[src/rtl/video_timing_gen_if.sv]
// Raster timing bundle between video_timing_gen and the downstream pattern stages.
// frame_start is only present when VTG_FRAME_START_EN is defined.
interface video_timing_gen_if;
  logic        en;
  logic [15:0] hactive;
  logic [15:0] vactive;
  logic        hs;
  logic        vs;
  logic        de;
  logic [11:0] x;
  logic [11:0] y;
`ifdef VTG_FRAME_START_EN
  logic        frame_start;
`endif

  modport master (
    input  en,
    output hactive, vactive, hs, vs, de, x, y
`ifdef VTG_FRAME_START_EN
    , output frame_start
`endif
  );

  modport slave (
    output en,
    input  hactive, vactive, hs, vs, de, x, y
`ifdef VTG_FRAME_START_EN
    , input frame_start
`endif
  );
endinterface

[src/rtl/video_timing_gen.sv]
// Raster timing generator: h/v counters plus registered hs/vs/de/x/y decode (1-clock latency).
// Optional one-clock frame_start pulse when VTG_FRAME_START_EN is defined.
module video_timing_gen #(
  parameter int H_ACTIVE = 1920,
  parameter int H_FP     = 88,
  parameter int H_SYNC   = 44,
  parameter int H_BP     = 148,
  parameter int V_ACTIVE = 1080,
  parameter int V_FP     = 4,
  parameter int V_SYNC   = 5,
  parameter int V_BP     = 36,
  parameter int HS_POL   = 1,
  parameter int VS_POL   = 1
) (
  input  logic               clk,
  input  logic               rst_n,
  video_timing_gen_if.master vtg
);

  localparam int H_TOTAL = H_ACTIVE + H_FP + H_SYNC + H_BP;
  localparam int V_TOTAL = V_ACTIVE + V_FP + V_SYNC + V_BP;

  // 13-bit thresholds so a window ending exactly at 4096 still compares correctly.
  localparam logic [12:0] H_LAST     = 13'(H_TOTAL - 1);
  localparam logic [12:0] H_ACT_END  = 13'(H_ACTIVE);
  localparam logic [12:0] H_SYNC_BEG = 13'(H_ACTIVE + H_FP);
  localparam logic [12:0] H_SYNC_END = 13'(H_ACTIVE + H_FP + H_SYNC);
  localparam logic [12:0] V_LAST     = 13'(V_TOTAL - 1);
  localparam logic [12:0] V_ACT_END  = 13'(V_ACTIVE);
  localparam logic [12:0] V_SYNC_BEG = 13'(V_ACTIVE + V_FP);
  localparam logic [12:0] V_SYNC_END = 13'(V_ACTIVE + V_FP + V_SYNC);

  localparam logic HS_ON = (HS_POL != 0);
  localparam logic VS_ON = (VS_POL != 0);

  logic [11:0] h_cnt_reg, h_cnt_next;
  logic [11:0] v_cnt_reg, v_cnt_next;
  logic        hs_reg, hs_next;
  logic        vs_reg, vs_next;
  logic        de_reg, de_next;
  logic [11:0] x_reg, x_next;
  logic [11:0] y_reg, y_next;

  logic [12:0] h_ext;
  logic [12:0] v_ext;
  logic        h_at_end;
  logic        v_at_end;

  assign h_ext    = {1'b0, h_cnt_reg};
  assign v_ext    = {1'b0, v_cnt_reg};
  assign h_at_end = (h_ext == H_LAST);
  assign v_at_end = (v_ext == V_LAST);

  // Counter advance; en low parks both counters at the frame origin.
  always_comb begin
    h_cnt_next = h_cnt_reg;
    v_cnt_next = v_cnt_reg;
    if (!vtg.en) begin
      h_cnt_next = '0;
      v_cnt_next = '0;
    end else if (h_at_end) begin
      h_cnt_next = '0;
      v_cnt_next = v_at_end ? 12'd0 : v_cnt_reg + 12'd1;
    end else begin
      h_cnt_next = h_cnt_reg + 12'd1;
    end
  end

  // Decode of the current counters; registered below. Gated by en so outputs idle one clock after en drops.
  always_comb begin
    de_next = vtg.en && (h_ext < H_ACT_END) && (v_ext < V_ACT_END);
    hs_next = (vtg.en && (h_ext >= H_SYNC_BEG) && (h_ext < H_SYNC_END)) ? HS_ON : ~HS_ON;
    vs_next = (vtg.en && (v_ext >= V_SYNC_BEG) && (v_ext < V_SYNC_END)) ? VS_ON : ~VS_ON;
    x_next  = de_next ? h_cnt_reg : 12'd0;
    y_next  = de_next ? v_cnt_reg : 12'd0;
  end

  always_ff @(posedge clk or negedge rst_n) begin
    if (!rst_n) begin
      h_cnt_reg <= '0;
      v_cnt_reg <= '0;
      hs_reg    <= ~HS_ON;
      vs_reg    <= ~VS_ON;
      de_reg    <= 1'b0;
      x_reg     <= '0;
      y_reg     <= '0;
    end else begin
      h_cnt_reg <= h_cnt_next;
      v_cnt_reg <= v_cnt_next;
      hs_reg    <= hs_next;
      vs_reg    <= vs_next;
      de_reg    <= de_next;
      x_reg     <= x_next;
      y_reg     <= y_next;
    end
  end

  assign vtg.hactive = 16'(H_ACTIVE);
  assign vtg.vactive = 16'(V_ACTIVE);
  assign vtg.hs      = hs_reg;
  assign vtg.vs      = vs_reg;
  assign vtg.de      = de_reg;
  assign vtg.x       = x_reg;
  assign vtg.y       = y_reg;

`ifdef VTG_FRAME_START_EN
  logic frame_start_reg, frame_start_next;

  // Lines up with the output cycle carrying de=1, x=0, y=0.
  assign frame_start_next = vtg.en && (h_cnt_reg == 12'd0) && (v_cnt_reg == 12'd0);

  always_ff @(posedge clk or negedge rst_n) begin
    if (!rst_n) begin
      frame_start_reg <= 1'b0;
    end else begin
      frame_start_reg <= frame_start_next;
    end
  end

  assign vtg.frame_start = frame_start_reg;
`endif

endmodule

[src/flat_wrapper.sv]
// flat-port wrapper written by rule: the top's interface ports become plain ports
module video_timing_gen_flat 
#(
  parameter int H_ACTIVE = 1920,
  parameter int H_FP     = 88,
  parameter int H_SYNC   = 44,
  parameter int H_BP     = 148,
  parameter int V_ACTIVE = 1080,
  parameter int V_FP     = 4,
  parameter int V_SYNC   = 5,
  parameter int V_BP     = 36,
  parameter int HS_POL   = 1,
  parameter int VS_POL   = 1
)
  (clk, rst_n, vtg_en, vtg_hactive, vtg_vactive, vtg_hs, vtg_vs, vtg_de, vtg_x, vtg_y);
  video_timing_gen_if vtg_i ();
  input  logic clk;
  input  logic rst_n;
  input wire logic [$bits(vtg_i.en)-1:0] vtg_en;
  output wire logic [$bits(vtg_i.hactive)-1:0] vtg_hactive;
  output wire logic [$bits(vtg_i.vactive)-1:0] vtg_vactive;
  output wire logic [$bits(vtg_i.hs)-1:0] vtg_hs;
  output wire logic [$bits(vtg_i.vs)-1:0] vtg_vs;
  output wire logic [$bits(vtg_i.de)-1:0] vtg_de;
  output wire logic [$bits(vtg_i.x)-1:0] vtg_x;
  output wire logic [$bits(vtg_i.y)-1:0] vtg_y;
  assign vtg_i.en = vtg_en;
  assign vtg_hactive = vtg_i.hactive;
  assign vtg_vactive = vtg_i.vactive;
  assign vtg_hs = vtg_i.hs;
  assign vtg_vs = vtg_i.vs;
  assign vtg_de = vtg_i.de;
  assign vtg_x = vtg_i.x;
  assign vtg_y = vtg_i.y;
  video_timing_gen #(.H_ACTIVE(H_ACTIVE), .H_FP(H_FP), .H_SYNC(H_SYNC), .H_BP(H_BP), .V_ACTIVE(V_ACTIVE), .V_FP(V_FP), .V_SYNC(V_SYNC), .V_BP(V_BP), .HS_POL(HS_POL), .VS_POL(VS_POL)) u_core (.clk(clk), .rst_n(rst_n), .vtg(vtg_i));
endmodule
[config.mk]
export PLATFORM = sky130hd
export DESIGN_NAME = video_timing_gen_flat
export DESIGN_NICKNAME = d
export VERILOG_FILES = /design/src/rtl/video_timing_gen_if.sv /design/src/rtl/video_timing_gen.sv /design/src/flat_wrapper.sv
export SDC_FILE = /design/constraint.sdc
export NUM_CORES = 1
export LEC_CHECK = 0
export ABC_AREA = 1
export BUFFER_PORTS_ARGS = -buffer_cell sky130_fd_sc_hd__buf_2
export CAP_MARGIN = 20
export CORE_MARGIN = 2
export CORE_UTILIZATION = 40
export DETAILED_ROUTE_END_ITERATION = 16
export GPL_TIMING_DRIVEN = 0
export HOLD_SLACK_MARGIN = 0.15
export PLACE_DENSITY = 0.6
export SYNTH_ARGS = -nofsm -noshare
export SYNTH_HDL_FRONTEND = slang
export SYNTH_SLANG_ARGS = --single-unit
[constraint.sdc]
create_clock -name clk -period 4.4 [get_ports clk]
set_input_delay 0.88 -clock clk [delete_from_list [all_inputs] [get_ports clk]]
set_output_delay 0.88 -clock clk [all_outputs]
set_load 0.05 [all_outputs]
==> metrics <==
dpl cells=494; Async SR Flop Fraction=100%; Peak VDD IR=0.126 mV; crit path buf inv count=1; final setup fails=0; post-layout util=49.2%; number of global-route vias before repair=1944; postcts setup bufs=0; max-slew violations=0; clk_lat worst skew=310 ps; Max Cap Viol=0; RSZ-0062 raised after global routing=no; Final min period=1790 ps; post_cts resized=0; sequential group share of total power=50.6%; Syn Area/Cell=8.51 sq um; Nets=413; count leader, synth=nand2_1; DRT antenna net count=0; CP Class=reg2out; boundary pin count=62; post-synth top area share=44.6%; Most used DFF post-synth=dfrtp_1; diodes inserted=0; Root Driver=clkbuf_8; hpwl dp=4.25 mm; drt drc=0; Global Route Usage Sum=14.5%; Post-synth EDFFs=0; status=completed; design area=3380 sq um; setup TNS=0 ps; fin crit share=40.8%; dpl cell area=3260 sq um; Rows=30; Internal Power=0.677 mW; TritonCTS clock tree=yes; Yosys top cell by area=dfrtp_1; CP max FO=1; fraction of power spent switching nets=28.1%; Worst-Margin Slew=572 ps; Die Height=88.5 um; FF+latch count, synth=51; Netlist cell types=30; Psw=0.265 mW; synth cell count leaders=67 x nand2_1, 51 x dfrtp_1, 40 x nor2_1, 37 x inv_1, 32 x buf_4; critical path required time=3520 ps; Synth area leaders=dfrtp_1 45%, nand2_1 8.8%, buf_4 8.4%, nor3_2 7.0%, nor2_1 5.3%; CP Capture Type=primary output; crit path cell chain=buf_2; fraction of layout cells with a size suffix above 1=28.8%; final count of hold timing violations=0; clock sinks=51; R2R setup slack=2810 ps; Area Overhead vs Synth=18.2%; pwr dens=279 nW/um^2; startpoint class of the critical path=flop; residual overflow from global routing=0; DRT Wirelength=5.47 mm; PortBufs=29; initial antenna violation count=0; vias per std cell=4.33; Worst slew margin=61.9%; final RePlAce weighted congestion=0.864; Worst Hold Class=reg2reg; Initial Util=41.6%; H-Tree Level Count=2; LEAKAGE=1.79 nW; slowest cell on the critical path=dfrtp_1; core area=6870 sq um; CP max stage delay=350 ps; die area=7840 sq um; Worst-path clk slew=100 ps; WL/cell=10.9 um; CTS Hold Bufs=0; synthesized area=2860 sq um; Setup Skew=14.7 ps; arrival time at the worst endpoint=910 ps; Seq/Total Area, Yosys=44.6%; Max clock buf depth=2; Max Clock Freq=0.558 GHz; CP delay by family, top=flip-flops; Logic pwr share=14.2%; first-pass GRT wire length=8.95 mm; DR iter-0 viols=78; largest net degree at the start of global routing=29; yosys warns=0; Vias=2174; non-filler cells in the finished layout=502; Die Span X=88.5 um; CTS buffer count=5; 1st-pass router iterations=4; Mapped Cells=336; Clk pwr share=35.2%
## logic make-up after synthesis
| group | share of synthesized area, % |
|---|---|
| simple gates | 32.6 |
| xor+xnor | 0.919 |
| compound gates | 3.02 |
| buf+inv | 16.4 |
| fa+ha+maj | 2.19 |
| other cells | 0.263 |
| flops | 44.6 |
## per-layer routing
metal  part of all wire [%]  vias to the layer above  GRT usage, %
met3                    5.5                        5          2.24
met1                     48                      968          19.5
met5                      0                        -             0
met2                     46                       75          24.4
li1                       -                     1126             -
met4                    1.2                        0          3.72
## area by class of cell
cell class / count / area [sq um]
clock inverters: 3 / 46.3
repair buffers: 30 / 165
fillers: 684 / 3490
plain buffers: 40 / 310
well taps: 96 / 120
multi-input cells: 235 / 1230
flip-flops and latches: 51 / 1280
clock buffers: 5 / 68.8
inverters: 42 / 158
## power groups by stage
stage                     Clock [mW]  Sequential (mW)  Combinational [mW]
after floorplan                    0            0.495               0.102
after global placement             0            0.485               0.131
after detailed placement           0            0.485               0.133
after CTS                      0.342            0.476               0.133
after global routing           0.358            0.477               0.141
final                          0.332            0.476               0.134
## worst paths after layout
kind                                          startpoint                         endpoint  cells after the start
max                            u_core.vtg.x[9]$_DFF_PN0_                         vtg_x[9]                      1
min                        u_core.h_cnt_reg[0]$_DFF_PN0_    u_core.h_cnt_reg[0]$_DFF_PN0_                      1
max reg2reg                u_core.h_cnt_reg[0]$_DFF_PN0_  u_core.v_cnt_reg[3]$_DFFE_PN0P_                      9
min reg2reg                u_core.h_cnt_reg[0]$_DFF_PN0_    u_core.h_cnt_reg[0]$_DFF_PN0_                      1
max in group asynchronous                          rst_n        u_core.vtg.x[0]$_DFF_PN0_                      2
min in group asynchronous                          rst_n        u_core.vtg.x[9]$_DFF_PN0_                      1
## per-stage QoR
stage          hold slack, ps  setup slack (ps)  power, mW
6_report                  496              2610      0.941
5_1_grt                   528              2580      0.976
4_1_cts                   502              2600      0.952
3_5_place_dp              490              2520      0.619
3_3_place_gp              478              2530      0.616
2_1_floorplan             452              2860      0.597
## placed cells by master (no fill, tap or decap), types with 2 or more instances in the layout
cell type / n
nand2_1: 67
dfrtp_1: 51
nor2_1: 40
inv_1: 37
conb_1: 34
buf_4: 32
buf_2: 30
nor3_2: 20
nand3_1: 17
nor3_1: 11
nand4_1: 10
inv_2: 5
nand2_2: 5
buf_6: 5
ha_1: 5
clkbuf_8: 5
a21oi_1: 4
o21ai_1: 4
nor2_4: 3
o21ai_0: 3
xor2_1: 3
nand3_2: 2
No activity file was read; power rests on OpenSTA's default activity.
